--- config.mk ---
export PLATFORM = sky130hd
export DESIGN_NAME = multicycle_control
export DESIGN_NICKNAME = d
export VERILOG_FILES = /design/src/rtl/multicycle_control.sv
export SDC_FILE = /design/constraint.sdc
export NUM_CORES = 1
export LEC_CHECK = 0
export ABC_AREA = 1
export ABC_CLOCK_PERIOD_IN_PS = 1700
export CORE_MARGIN = 2
export CORE_UTILIZATION = 50
export CTS_CLUSTER_SIZE = 14
export DETAILED_ROUTE_END_ITERATION = 10
export DONT_BUFFER_PORTS = 1
export GPL_TIMING_DRIVEN = 0
export HOLD_SLACK_MARGIN = 0.03
export SLEW_MARGIN = 10
export SYNTH_ARGS = -nofsm -noshare
export SYNTH_HDL_FRONTEND = slang
export SYNTH_SLANG_ARGS = --single-unit
--- constraint.sdc ---
create_clock -name clk -period 1.7 [get_ports clk]
set_input_delay 0.34 -clock clk [delete_from_list [all_inputs] [get_ports clk]]
set_output_delay 0.34 -clock clk [all_outputs]
set_load 0.1 [all_outputs]
--- src/rtl/multicycle_control.sv ---
// multicycle_control: main control FSM for the multicycle MIPS datapath.
// Sequences FETCH -> DECODE -> execute/memory/writeback states, drives every
// datapath enable and mux select, stretches memory states on mem_ready and
// flags unknown opcodes with a sticky illegal_op.
// Optional feature macro: MC_RETIRE_CNT_EN enables the retired-instruction
// counter; when undefined instr_retired is tied to zero.
module multicycle_control (
  input  logic        clk,
  input  logic        rst,
  input  logic [5:0]  opcode,
  input  logic        mem_ready,
  output logic        ir_load,
  output logic        pc_write,
  output logic        pc_write_cond,
  output logic        i_or_d,
  output logic        mem_read,
  output logic        mem_write,
  output logic        reg_write,
  output logic        reg_dst,
  output logic        mem_to_reg,
  output logic        alu_src_a,
  output logic [1:0]  alu_src_b,
  output logic [1:0]  alu_op,
  output logic [1:0]  pc_src,
  output logic [3:0]  state,
  output logic        illegal_op,
  output logic [31:0] instr_retired
);

  typedef enum logic [3:0] {
    S_FETCH    = 4'd0,
    S_DECODE   = 4'd1,
    S_MEMADR   = 4'd2,
    S_MEMRD    = 4'd3,
    S_MEMWB    = 4'd4,
    S_MEMWR    = 4'd5,
    S_EXEC     = 4'd6,
    S_ALUWB    = 4'd7,
    S_BRANCH   = 4'd8,
    S_ADDIEXEC = 4'd9,
    S_ADDIWB   = 4'd10,
    S_JUMP     = 4'd11
  } state_t;

  localparam logic [5:0] OP_RTYPE = 6'b000000;
  localparam logic [5:0] OP_LW    = 6'b100011;
  localparam logic [5:0] OP_SW    = 6'b101011;
  localparam logic [5:0] OP_BEQ   = 6'b000100;
  localparam logic [5:0] OP_ADDI  = 6'b001000;
  localparam logic [5:0] OP_J     = 6'b000010;

  state_t state_r;
  state_t state_next_s;
  logic   illegal_r;
  logic   illegal_set_s;

  // State register; reset wins over everything, abandoning any memory access.
  always_ff @(posedge clk) begin
    if (rst) begin
      state_r <= S_FETCH;
    end else begin
      state_r <= state_next_s;
    end
  end

  // Next-state decode; opcode only matters in DECODE and MEMADR.
  always_comb begin
    state_next_s  = S_FETCH;
    illegal_set_s = 1'b0;
    case (state_r)
      S_FETCH:  state_next_s = mem_ready ? S_DECODE : S_FETCH;
      S_DECODE: begin
        case (opcode)
          OP_RTYPE:      state_next_s = S_EXEC;
          OP_LW, OP_SW:  state_next_s = S_MEMADR;
          OP_BEQ:        state_next_s = S_BRANCH;
          OP_ADDI:       state_next_s = S_ADDIEXEC;
          OP_J:          state_next_s = S_JUMP;
          default: begin
            state_next_s  = S_FETCH;
            illegal_set_s = 1'b1;
          end
        endcase
      end
      S_MEMADR: state_next_s = (opcode == OP_SW) ? S_MEMWR : S_MEMRD;
      S_MEMRD:  state_next_s = mem_ready ? S_MEMWB : S_MEMRD;
      S_MEMWB:  state_next_s = S_FETCH;
      S_MEMWR:  state_next_s = mem_ready ? S_FETCH : S_MEMWR;
      S_EXEC:   state_next_s = S_ALUWB;
      S_ALUWB:  state_next_s = S_FETCH;
      S_BRANCH: state_next_s = S_FETCH;
      S_ADDIEXEC: state_next_s = S_ADDIWB;
      S_ADDIWB: state_next_s = S_FETCH;
      S_JUMP:   state_next_s = S_FETCH;
      default:  state_next_s = S_FETCH;
    endcase
  end

  // Sticky illegal-opcode flag, cleared only by reset.
  always_ff @(posedge clk) begin
    if (rst) begin
      illegal_r <= 1'b0;
    end else if (illegal_set_s) begin
      illegal_r <= 1'b1;
    end else begin
      illegal_r <= illegal_r;
    end
  end

  // Moore output decode from the state register; only ir_load/pc_write in FETCH follow mem_ready.
  always_comb begin
    ir_load       = 1'b0;
    pc_write      = 1'b0;
    pc_write_cond = 1'b0;
    i_or_d        = 1'b0;
    mem_read      = 1'b0;
    mem_write     = 1'b0;
    reg_write     = 1'b0;
    reg_dst       = 1'b0;
    mem_to_reg    = 1'b0;
    alu_src_a     = 1'b0;
    alu_src_b     = 2'b00;
    alu_op        = 2'b00;
    pc_src        = 2'b00;
    case (state_r)
      S_FETCH: begin
        mem_read  = 1'b1;
        alu_src_b = 2'b01;
        ir_load   = mem_ready;
        pc_write  = mem_ready;
      end
      S_DECODE:   alu_src_b = 2'b11;
      S_MEMADR: begin
        alu_src_a = 1'b1;
        alu_src_b = 2'b10;
      end
      S_MEMRD: begin
        mem_read = 1'b1;
        i_or_d   = 1'b1;
      end
      S_MEMWB: begin
        reg_write  = 1'b1;
        mem_to_reg = 1'b1;
      end
      S_MEMWR: begin
        mem_write = 1'b1;
        i_or_d    = 1'b1;
      end
      S_EXEC: begin
        alu_src_a = 1'b1;
        alu_op    = 2'b10;
      end
      S_ALUWB: begin
        reg_write = 1'b1;
        reg_dst   = 1'b1;
      end
      S_BRANCH: begin
        alu_src_a     = 1'b1;
        alu_op        = 2'b01;
        pc_write_cond = 1'b1;
        pc_src        = 2'b01;
      end
      S_ADDIEXEC: begin
        alu_src_a = 1'b1;
        alu_src_b = 2'b10;
      end
      S_ADDIWB:   reg_write = 1'b1;
      S_JUMP: begin
        pc_write = 1'b1;
        pc_src   = 2'b10;
      end
      default: begin
        ir_load = 1'b0;
      end
    endcase
  end

  assign state      = state_r;
  assign illegal_op = illegal_r;

`ifdef MC_RETIRE_CNT_EN
  logic [31:0] retired_r;
  logic        retire_s;

  // An instruction retires on the edge leaving its final state.
  always_comb begin
    retire_s = 1'b0;
    case (state_r)
      S_MEMWB, S_ALUWB, S_BRANCH, S_ADDIWB, S_JUMP: retire_s = 1'b1;
      S_MEMWR: retire_s = mem_ready;
      default: retire_s = 1'b0;
    endcase
  end

  // Retired-instruction counter, wraps naturally at 32 bits.
  always_ff @(posedge clk) begin
    if (rst) begin
      retired_r <= 32'd0;
    end else if (retire_s) begin
      retired_r <= retired_r + 32'd1;
    end else begin
      retired_r <= retired_r;
    end
  end

  assign instr_retired = retired_r;
`else
  assign instr_retired = 32'd0;
`endif

endmodule
==> impl_metrics.ini, run 1 <==
[clock_network]
clockBufferDepth = 2
cts_buffers = 3
htree_levels = 1
clock_tree.root_cell = sky130_fd_sc_hd__clkbuf_4
cts.sinks = 5

[floorplan]
die_w_um = 42.5
die_h_um = 42.5
initial_utilization_pct = 54.9
row_count = 13
top_level_ports = 62

[synthesis]
postSynthCellCount = 129
synth_sequential_area_ratio_pct = 13.5
synthTopCellsByArea = sky130_fd_sc_hd__buf_4, sky130_fd_sc_hd__dfxtp_1, sky130_fd_sc_hd__nor2_1
netlist.area_leader.share_pct = 34.5
post-synth-top-area-cell = sky130_fd_sc_hd__buf_4
synth.lib_cells_used.distinct = 19
postSynthRegisterBits = 5
syn_area_um2 = 741
postSynthAreaPerCell_um2 = 5.74
synth.yosys.warnings = 0

[placement]
preCtsSetupSlack_ps = -439
port_buffers = 0
finalWeightedCongestion = 0.785
detailedPlacementHpwl_mm = 1.36
dp_cells = 175

[run_status]
last_stage = global routing (5_1_grt)
outcome = stopped before the end
error = [ERROR DPL-0033] detailed placement checks failed during check placement.

[sta]
postGrtWorstEndpoint = alu_op[0]
worst_path_end_type = output port

[grt]
grt_max_degree = 7
grt_antenna_before_repair = 0
## per-stage QoR
step	instance area (um2)	hold WS, ps
after floorplan	1030	399
after global placement	1040	405
after detailed placement	1040	409
after CTS	1260	158
## cell usage after synthesis (all sizes together)
library cell / count
buf: 34
nor2: 23
nand2: 22
inv: 21
nand3: 8
o21ai: 6
dfxtp: 5
a21oi: 3
o22ai: 2
a31oi: 1
clkinv: 1
conb: 1
nand3b: 1
o211ai: 1
## logic make-up after synthesis
kind of cell | count (synthesis) | synth area share, %
other | 1 | 0.506
AND/OR/NAND/NOR | 54 | 30.2
AO/OA/AOI/OAI | 13 | 10.1
flip-flops | 5 | 13.5
buffers and inverters | 56 | 45.6
## what timing repair did
item	in CTS
endpoints found under the hold margin	0
buffers inserted	11
setup endpoints to repair	18
hold buffers	0
gates resized for setup	22
pin swaps	8
==> run 2, diff against run 1 <==
CORE_AREA = 2 2 63 65   (was not set)
CORE_MARGIN = not set   (was 2)
CORE_UTILIZATION = not set   (was 50)
CTS_CLUSTER_SIZE = not set   (was 14)
DIE_AREA = 0 0 65 67   (was not set)
HOLD_SLACK_MARGIN = not set   (was 0.03)
PLACE_DENSITY_LB_ADDON = 0.15   (was not set)
==> run 2 against run 1 <==
- the flow now finishes, with violations (setup timing)
- synthesized cell count stayed put
- area after synthesis is the same
==> impl_metrics.ini, run 2 <==
[run_status]
outcome = finished with violations
violations = setup timing

[worst_setup_path]
top_family_by_delay_on_critical_path = simple AND/OR/NAND/NOR gates
r2r-start = state[2]
worstPathBufferInverterCount = 3
worstRegToRegCells = 5
setup.reg_to_reg.worst_slack_ps = -90
crit-reg2reg-capture = state[0]
worst_path_most_repeated_cell = sky130_fd_sc_hd__nor2_4
endpoint_kind = output port
cell_chain_critical_path = inv_6, nor2_4, inv_4, nor2_4, buf_12
critical_path.startpoint_type = flip-flop
setup.worst_path.end = alu_op[0]
cpPeakStageDelay_ps = 580
worst_path_max_delay_cell = sky130_fd_sc_hd__dfxtp_4
crit_path_start = state[3]
crit_cells = 5
worst_ep_required_time_ps = 1360
worst-path-max-fanout = 5
critical_path_class = flip-flop to output port
crit_arrival_ps = 1910

[clock_network]
tritoncts = done
cts_hold_buffers = 0
clockBufferDepth = 2
htree_levels = 1
path_clk_slew_ps = 40
worst_skew_pair_later_pin_latency_ps = 220
cts.sinks = 5
clock_tree.root_cell = sky130_fd_sc_hd__clkbuf_8
cts_buffers = 3

[grt]
grt_antenna_before_repair = 0
grt-ovfl-total = 0
grt_max_degree = 7
globalRouteTotalUtil_pct = 9.14
grt_pass1_vias = 673
grt_first_pass_wirelength_mm = 3.08

[drt]
avgRoutedWirePerCell_um = 8.62
drt.antenna.violating_nets = 0
routed_wirelength_mm = 1.94
routed-via-count = 808
vias_per_cell = 3.59
remaining_drc_errors = 0
detail_route.iter0.violations = 38
firstDrtPassIters = 4

[synthesis]
netlist.area_leader.share_pct = 34.5
synth_most_common_cell = sky130_fd_sc_hd__buf_4
postSynthAreaPerCell_um2 = 5.74
syn_area_um2 = 741
postSynthCellCount = 129
ys_async_sr_fraction_pct = 0
synth_sequential_area_ratio_pct = 13.5
post-synth-top-area-cell = sky130_fd_sc_hd__buf_4
synth.yosys.warnings = 0
synthTopCellsByArea = sky130_fd_sc_hd__buf_4, sky130_fd_sc_hd__dfxtp_1, sky130_fd_sc_hd__nor2_1
postSynthRegisterBits = 5
synth_enable_flop_cells = 0
synth.lib_cells_used.distinct = 19
synth_commonest_cells = sky130_fd_sc_hd__buf_4, sky130_fd_sc_hd__nor2_1, sky130_fd_sc_hd__nand2_1, sky130_fd_sc_hd__inv_1, sky130_fd_sc_hd__nand3_1
synth-main-ff-cell = sky130_fd_sc_hd__dfxtp_1

[floorplan]
core_area_mm2 = 0.00361
die_w_um = 65
top_level_ports = 62
initial_utilization_pct = 20.5
die_area_mm2 = 0.00436
die_h_um = 67
row_count = 22

[power]
p_clk_share_pct = 24.4
power.total_mw = 0.894
powerDensity_mw_per_mm2 = 662
leakage_component_of_the_power_nw = 0.692
cell_internal_pwr_mw = 0.363
pwr-share-comb_pct = 57.8
switching_share_pct = 59.4
netSwitchingPower_mw = 0.531
power_frac_seq_pct = 17.8
max-vdd-ir-drop_mv = 0.488

[sta]
fin_worst_skew_ps = 3.95
total_count_of_max_transition_violations_in_the_final_report = 0
final-setup-viol-count = 18
finalCritPeriodShare_pct = 132
finalWorstSetupSlack_ps = -548
finalHoldWorstSlack_ps = 179
grt_setup_unrepaired = yes
layout_min_cycle_time_ps = 2250
timing.final.hold_violations = 0
worst-slew-pin-transition_ps = 1100
timing.fmax_mhz = 445
slew_headroom_pct = 27.0
totalNegativeSetupSlack_ps = -5750

[finish]
multi_input_area_um2 = 609
num-fill-cells = 382
final_util_pct = 37.5
final_net_count = 187
final_design_area_no_fill_mm2 = 0.00135
synthToLayoutAreaGrowth_pct = 82.4
antenna_cells = 0
post_route_cells_drive_above_1_share_pct = 49.2
final_cell_count_no_fill = 225
most_frequent_standard_cell_in_the_layout_excluding_fill_and_tap_cells = sky130_fd_sc_hd__buf_4
largest_register_ffs = 4
area.sequential_um2 = 115
layout_common_cells = sky130_fd_sc_hd__buf_4, sky130_fd_sc_hd__conb_1, sky130_fd_sc_hd__nor2_1, sky130_fd_sc_hd__nand2_1, sky130_fd_sc_hd__inv_1

[placement]
finalWeightedCongestion = 0.773
port_buffers = 0
preCtsSetupSlack_ps = -416
detailedPlacementHpwl_mm = 1.56
dp_cells = 208
post_dp_cell_area_mm2 = 0.00109

[run]
cap_viol_max_count = 0

[worst_hold_path]
holdCritPathClass = input pin to flip-flop
## run 2: final cells by class
| class | instances | area share [%] |
|---|---|---|
| Tap cell | 48 | 4.44 |
| Inverter | 22 | 8.15 |
| Multi-Input combinational cell | 99 | 45.1 |
| Buffer | 34 | 20.7 |
| Sequential cell | 5 | 8.52 |
| Clock buffer | 4 | 3.33 |
| Timing Repair Buffer | 13 | 9.72 |
## run 2: what timing repair did
action	CTS	global route
pin swaps	6	5
gates resized for setup	15	14
buffers inserted	6	7
endpoints found under the setup margin	18	18
## run 2: how the worst min path moves through the flow
| stage | startpoint | to | cells after the start |
|---|---|---|---|
| final | rst | state[2] | 1 |
| after global routing | rst | state[0] | 1 |
| after CTS | rst | state[2] | 1 |
| after detailed placement | rst | state[3] | 1 |
| after global placement | rst | state[3] | 1 |
| after floorplan | rst | state[3] | 1 |
## run 2: per-layer routing
layer  routed length (um)  GRT usage (%)  vias to the layer above
li1                     -              -                      424
met1                  741           10.8                      340
met4                    0          0.798                        0
met2                  963           16.0                       44
met5                    0              0                        -
met3                  234           3.89                        0
## run 2: power groups by stage
stage	sequential, mW	clock [mW]	combinational, mW
global route	0.160	0.230	0.533
floorplan	0.157	0	0.486
detailed placement	0.158	0	0.495
CTS	0.159	0.226	0.505
global placement	0.158	0	0.494
finish	0.160	0.218	0.517
## run 2: kinds of logic after synthesis
logic type	after synthesis	synth area share (%)
AO/OA/AOI/OAI	13	10.1
other	1	0.506
buffers and inverters	56	45.6
AND/OR/NAND/NOR	54	30.2
flip-flops	5	13.5
(Power assumes the default switching activity.)
